--- config.mk ---
export PLATFORM = sky130hd
export DESIGN_NAME = ifu_fetch_flat
export DESIGN_NICKNAME = d
export VERILOG_FILES = /design/src/rtl/ifu_fetch_if.sv /design/src/rtl/ifu_fetch.sv /design/src/flat_wrapper.sv
export SDC_FILE = /design/constraint.sdc
export NUM_CORES = 1
export LEC_CHECK = 0
export ABC_AREA = 1
export CAP_MARGIN = 10
export CELL_PAD_IN_SITES_DETAIL_PLACEMENT = 2
export CELL_PAD_IN_SITES_GLOBAL_PLACEMENT = 2
export CORE_UTILIZATION = 25
export CTS_CLUSTER_SIZE = 10
export DETAILED_ROUTE_END_ITERATION = 8
export GPL_TIMING_DRIVEN = 1
export PLACE_DENSITY_LB_ADDON = 0.1
export SETUP_SLACK_MARGIN = 0.5
export SYNTH_ARGS = -nofsm -noshare
export SYNTH_HDL_FRONTEND = slang
export SYNTH_SLANG_ARGS = --single-unit
export TNS_END_PERCENT = 20
--- constraint.sdc ---
create_clock -name clk -period 5.5 [get_ports clk]
set_clock_uncertainty 0.15 [all_clocks]
set_input_delay 0.55 -clock clk [delete_from_list [all_inputs] [get_ports clk]]
set_output_delay 0.55 -clock clk [all_outputs]
set_load 0.01 [all_outputs]
--- src/rtl/ifu_fetch_if.sv ---
// Instruction-memory read port between the fetch unit and imem.
// Ports: imem_req/imem_addr (fetch -> mem), imem_rvalid/imem_rdata (mem -> fetch).
// Master = fetch unit, slave = instruction memory.
interface ifu_fetch_if;
    logic        imem_req;
    logic [31:0] imem_addr;
    logic        imem_rvalid;
    logic [31:0] imem_rdata;

    modport master (output imem_req, output imem_addr,
                    input  imem_rvalid, input imem_rdata);
    modport slave  (input  imem_req, input imem_addr,
                    output imem_rvalid, output imem_rdata);
endinterface

--- src/rtl/ifu_fetch.sv ---
// F-stage fetch: owns the PC, issues imem word reads, drives F_instr/F_PC/F_PC_plus8.
// Latency: rdata is bypassed to F_instr in its rvalid cycle; 1 instr/cycle with 1-cycle imem.
// Backpressure: FD_en=0 holds pc; a response arriving under stall is parked in r_buf (READY).
// Ports: clk, reset (sync, active-high), FD_en, D_redirect/D_redirect_pc, imem (ifu_fetch_if.master),
//        F_instr, F_PC, F_PC_plus8, F_exc_adel.
// Optional macro IFU_ALIGN_CHECK_EN: misaligned next-PC raises F_exc_adel instead of issuing a read.
module ifu_fetch #(
    parameter logic [31:0] PC_RESET = 32'h0000_3000,
    parameter logic [31:0] PC_STEP  = 32'd4
) (
    input  logic                clk,
    input  logic                reset,
    input  logic                FD_en,
    input  logic                D_redirect,
    input  logic [31:0]         D_redirect_pc,
    ifu_fetch_if.master         imem,
    output logic [31:0]         F_instr,
    output logic [31:0]         F_PC,
    output logic [31:0]         F_PC_plus8,
    output logic                F_exc_adel
);

    typedef enum logic [1:0] {S_REQ, S_WAIT, S_READY} state_t;

    state_t      r_state;
    state_t      w_state_nxt;
    logic [31:0] r_pc;
    logic [31:0] r_buf;
    logic        r_redir_pend;
    logic [31:0] r_redir_pc;

    logic        w_real;   // F currently holds a real (non-bubble) instruction
    logic        w_adv;
    logic        w_misal;
    logic [31:0] w_npc;

    always_comb begin
        w_real = ((r_state == S_WAIT) && imem.imem_rvalid) || (r_state == S_READY);
        w_adv  = FD_en && w_real;
        // A same-cycle redirect beats a parked one; the parked one is the delay-slot case.
        if (D_redirect)
            w_npc = D_redirect_pc;
        else if (r_redir_pend)
            w_npc = r_redir_pc;
        else
            w_npc = r_pc + PC_STEP;
`ifdef IFU_ALIGN_CHECK_EN
        w_misal = (w_npc[1:0] != 2'b00);
`else
        w_misal = 1'b0;
`endif
    end

    always_ff @(posedge clk) begin
        if (reset)
            r_state <= S_REQ;
        else
            r_state <= w_state_nxt;
    end

    always_comb begin
        w_state_nxt    = r_state;
        imem.imem_req  = 1'b0;
        imem.imem_addr = w_npc;
        F_instr        = 32'h0;
        case (r_state)
            S_REQ: begin
                // Stale rvalid from before reset is ignored here.
                imem.imem_req  = 1'b1;
                imem.imem_addr = r_pc;
                w_state_nxt    = S_WAIT;
            end
            S_WAIT: begin
                if (imem.imem_rvalid) begin
                    F_instr = imem.imem_rdata;
                    if (FD_en) begin
                        imem.imem_req = !w_misal;
                        w_state_nxt   = w_misal ? S_READY : S_WAIT;
                    end else begin
                        w_state_nxt   = S_READY;
                    end
                end
            end
            S_READY: begin
                F_instr = r_buf;
                if (FD_en) begin
                    imem.imem_req = !w_misal;
                    w_state_nxt   = w_misal ? S_READY : S_WAIT;
                end
            end
            default: w_state_nxt = S_REQ;
        endcase
    end

    always_ff @(posedge clk) begin
        if (reset) begin
            r_pc         <= PC_RESET;
            r_buf        <= 32'h0;
            r_redir_pend <= 1'b0;
            r_redir_pc   <= 32'h0;
        end else if (w_adv) begin
            r_pc         <= w_npc;
            r_redir_pend <= 1'b0;
            if (w_misal)
                r_buf <= 32'h0;
        end else begin
            // Redirect while the delay slot is still in flight: park the target.
            if (D_redirect) begin
                r_redir_pend <= 1'b1;
                r_redir_pc   <= D_redirect_pc;
            end
            if ((r_state == S_WAIT) && imem.imem_rvalid && !FD_en)
                r_buf <= imem.imem_rdata;
        end
    end

`ifdef IFU_ALIGN_CHECK_EN
    logic r_exc;
    always_ff @(posedge clk) begin
        if (reset)
            r_exc <= 1'b0;
        else if (w_adv)
            r_exc <= w_misal;
    end
    assign F_exc_adel = r_exc && (r_state == S_READY);
`else
    assign F_exc_adel = 1'b0;
`endif

    assign F_PC       = r_pc;
    assign F_PC_plus8 = r_pc + 32'd8;

endmodule

--- src/flat_wrapper.sv ---
// flat-port wrapper written by rule: the top's interface ports become plain ports
module ifu_fetch_flat 
#(
    parameter logic [31:0] PC_RESET = 32'h0000_3000,
    parameter logic [31:0] PC_STEP  = 32'd4
)
  (clk, reset, FD_en, D_redirect, D_redirect_pc, F_instr, F_PC, F_PC_plus8, F_exc_adel, imem_imem_req, imem_imem_addr, imem_imem_rvalid, imem_imem_rdata);
  ifu_fetch_if imem_i ();
  input  logic clk;
  input  logic reset;
  input  logic FD_en;
  input  logic D_redirect;
  input  logic [31:0] D_redirect_pc;
  output logic [31:0] F_instr;
  output logic [31:0] F_PC;
  output logic [31:0] F_PC_plus8;
  output logic F_exc_adel;
  output wire logic [$bits(imem_i.imem_req)-1:0] imem_imem_req;
  output wire logic [$bits(imem_i.imem_addr)-1:0] imem_imem_addr;
  input wire logic [$bits(imem_i.imem_rvalid)-1:0] imem_imem_rvalid;
  input wire logic [$bits(imem_i.imem_rdata)-1:0] imem_imem_rdata;
  assign imem_imem_req = imem_i.imem_req;
  assign imem_imem_addr = imem_i.imem_addr;
  assign imem_i.imem_rvalid = imem_imem_rvalid;
  assign imem_i.imem_rdata = imem_imem_rdata;
  ifu_fetch #(.PC_RESET(PC_RESET), .PC_STEP(PC_STEP)) u_core (.clk(clk), .reset(reset), .FD_en(FD_en), .D_redirect(D_redirect), .D_redirect_pc(D_redirect_pc), .imem(imem_i), .F_instr(F_instr), .F_PC(F_PC), .F_PC_plus8(F_PC_plus8), .F_exc_adel(F_exc_adel));
endmodule
==> qor.yml <==
antenna_found_initial: 1
die_w_um: 160.0
dr_wl_met3_um: 1099
drt_iter0_markers: 179
synth_top_cell_area_share: 0.3177
cts_max_path_buffers: 2
ant_nets: 0
met2WireLength_um: 13030
crit_fanout: 9
ys_ff_latch: 99
post-route-period-util: 0.6623
routed_wl_um: 26520
slew-limit-headroom: 0.3028
cts_root_buffer: "clkbuf_16"
grt_max_degree: 64
required_ns: 4.80
area.growth.synth_to_final_pct: 39.01
clk_pin_slew_ns: 0.08
dpl.hpwl_um: 19670
syn_avg_cell_area_um2: 6.074
timing_worst_setup_path_type: "flip-flop to output pin"
arrival_ns: 2.94
wirelength_met1_um: 11910
gp_congestion: 0.8516
finalHoldViolCount: 0
ys_warn_count: 0
hp-class: "flip-flop to flip-flop"
rows: 57
yosysTopAreaCell: "dfxtp_1"
cts_max_level: 3
coreArea_um2: 24390
die_area_um2: 25590
overflow: 0
via_count: 7191
mostFrequentLayoutCells: "nand2_1 (415), clkdlybuf4s50_1 (195), a21oi_1 (129)"
synthTopCellsByArea: "dfxtp_1 (32%), nand2_1 (25%), a21oi_1 (10%)"
setup_viol: 0
synthesis.nets: 1102
syn-instance-count: 1027
grt_util_all_layers: 0.2123
ys_seq_area_frac: 0.3177
fmax_ghz: 0.2745
drv_cap: 0
initial_core_util: 0.2558
mostFrequentLayoutCell: "nand2_1"
cts_sinks: 99
powerDensity_nw_per_um2: 227.6
rsz0062_at_grt: "false"
postCtsHoldBufs: 0
layout-drive-gt1-share: 0.05085
highest_layer: "met5"
place_ws_ns: 1.905
route.detailed.drc: 0
n_fill_cell: 3044
cts_repair_resize_count: 0
layout_setup_ws_ns: 1.857
outcome: "finished, final reports clean"
vdd_drop_max_uv: 141.9
worst_pin_slew_ns: 1.045
first_pass_iters: 4
wl_per_cell_um: 17.63
nNetsFinal: 1250
cp-end-kind: "output pin"
report.final.slew_viol_count: 0
netlist_area_um2: 6238
die_h_um: 160.0
insertion_delay_ns: 0.36
p_leak_nw: 3.239
grt_pass1_wl_um: 42790
post-cts-setup-buffers: 0
grt_pass1_vias: 7702
tns_ns: 0
n_antenna_cell: 0
period_needed_ns: 3.643
cts_tree: "done"
port_buffers: 197
finalPower_mw: 1.973
synth.distinct_cells: 34
boundaryPins: 199
cts_made_buffers: 9
start_kind: "flip-flop"
avgViaCountPerCell: 4.781
## power breakdown
group	switching [mW]	internal [mW]
clock network	0.312	0.369
logic	0.289	0.215
registers	0.0348	0.753
total	0.636	1.34
## worst max-delay path, stage by stage, from the launching register on
cell,delay (ns)
dfxtp_1,0.52
ha_1,0.28
nand2_1,0.14
nor2_4,0.18
nand2_1,0.17
nor2_1,0.20
nand3_1,0.10
nand3_1,0.11
nand2_1,0.05
nand2_1,0.07
nand2_1,0.12
nand2_1,0.09
clkdlybuf4s50_1,0.53
## synthesized netlist by cell type
library cell and instances:
a21oi_2 1, xnor2_1 4, and2_1 1, nor3_2 1
clkbuf_2 7, buf_6 1, buf_2 16, nor2_2 6
o21bai_1 1, o21ai_0 51, ha_1 6, nand2_2 5
nor2_4 8, xor2_1 32, inv_1 66, o21ai_1 2
buf_1 3, nand2_1 415, dfxtp_1 99, nor2_1 40
conb_1 1, mux2i_1 1, o22ai_1 3, a21oi_1 129
clkbuf_1 39, inv_2 3, o211ai_1 8, a211oi_1 3
nor3_1 1, a31oi_1 1, nand3_1 60, clkinv_1 1
buf_4 6, or2_2 6
## metrics by stage
stage	cell area, µm²	hold slack [ns]	std cells	util
finish	8672	0.3082	1504	0.3555
global route	8672	0.3319	1504	0.3555
CTS	8672	0.3104	1504	0.3555
detailed placement	8369	0.2991	1488	0.3431
global placement	8369	0.2922	1488	0.3431
floorplan	6238	0.2797	1027	-
## registers in the layout, summed over array words and instances (netlist names)
register,flops
u_core.r_state,2
u_core.F_PC,32
u_core.r_buf,32
u_core.r_redir_pc,32
u_core.r_redir_pend,1
## per-layer routing
layer  up-vias  GRT usage
met5         -          0
met4         2    0.05325
met3        32    0.04234
met2       132     0.3755
met1      3486     0.2615
li1       3539          -
## final timing paths
kind                            cells after the start  slack [ns]               endpoint                  start
worst max register to register                      9        2.40  u_core.r_redir_pc[20]      u_core.r_state[0]
worst max-delay path                               12        1.86     imem_imem_addr[31]         u_core.F_PC[4]
worst min-delay path                                2        0.31  u_core.r_redir_pc[26]  u_core.r_redir_pc[26]
worst min register to register                      2        0.31  u_core.r_redir_pc[26]  u_core.r_redir_pc[26]
## area by class of cell
cell class / instances / area (µm²) / area share
clock inverters: 5 / 60.06 / 0.006925
well taps: 324 / 405.4 / 0.04675
inverters: 70 / 262.8 / 0.03030
flip-flops and latches: 99 / 1982 / 0.2285
multi-input cells: 786 / 3667 / 0.4229
clock buffers: 11 / 242.7 / 0.02799
repair buffers: 209 / 2052 / 0.2366
## kinds of logic (layout without fill, tap and decap cells)
| logic type | Yosys count | count (layout) | share of synthesized area |
|---|---|---|---|
| AO/OA/AOI/OAI | 199 | 199 | 0.1659 |
| AND/OR/NAND/NOR | 543 | 543 | 0.3568 |
| flip-flops | 99 | 99 | 0.3177 |
| buffers and inverters | 142 | 295 | 0.09486 |
| other | 1 | 1 | 0.0006011 |
| multiplexers | 1 | 1 | 0.001605 |
| adder cells (fa/ha/maj) | 6 | 6 | 0.01203 |
| XOR/XNOR | 36 | 36 | 0.05054 |
(Power assumes the default switching activity.)
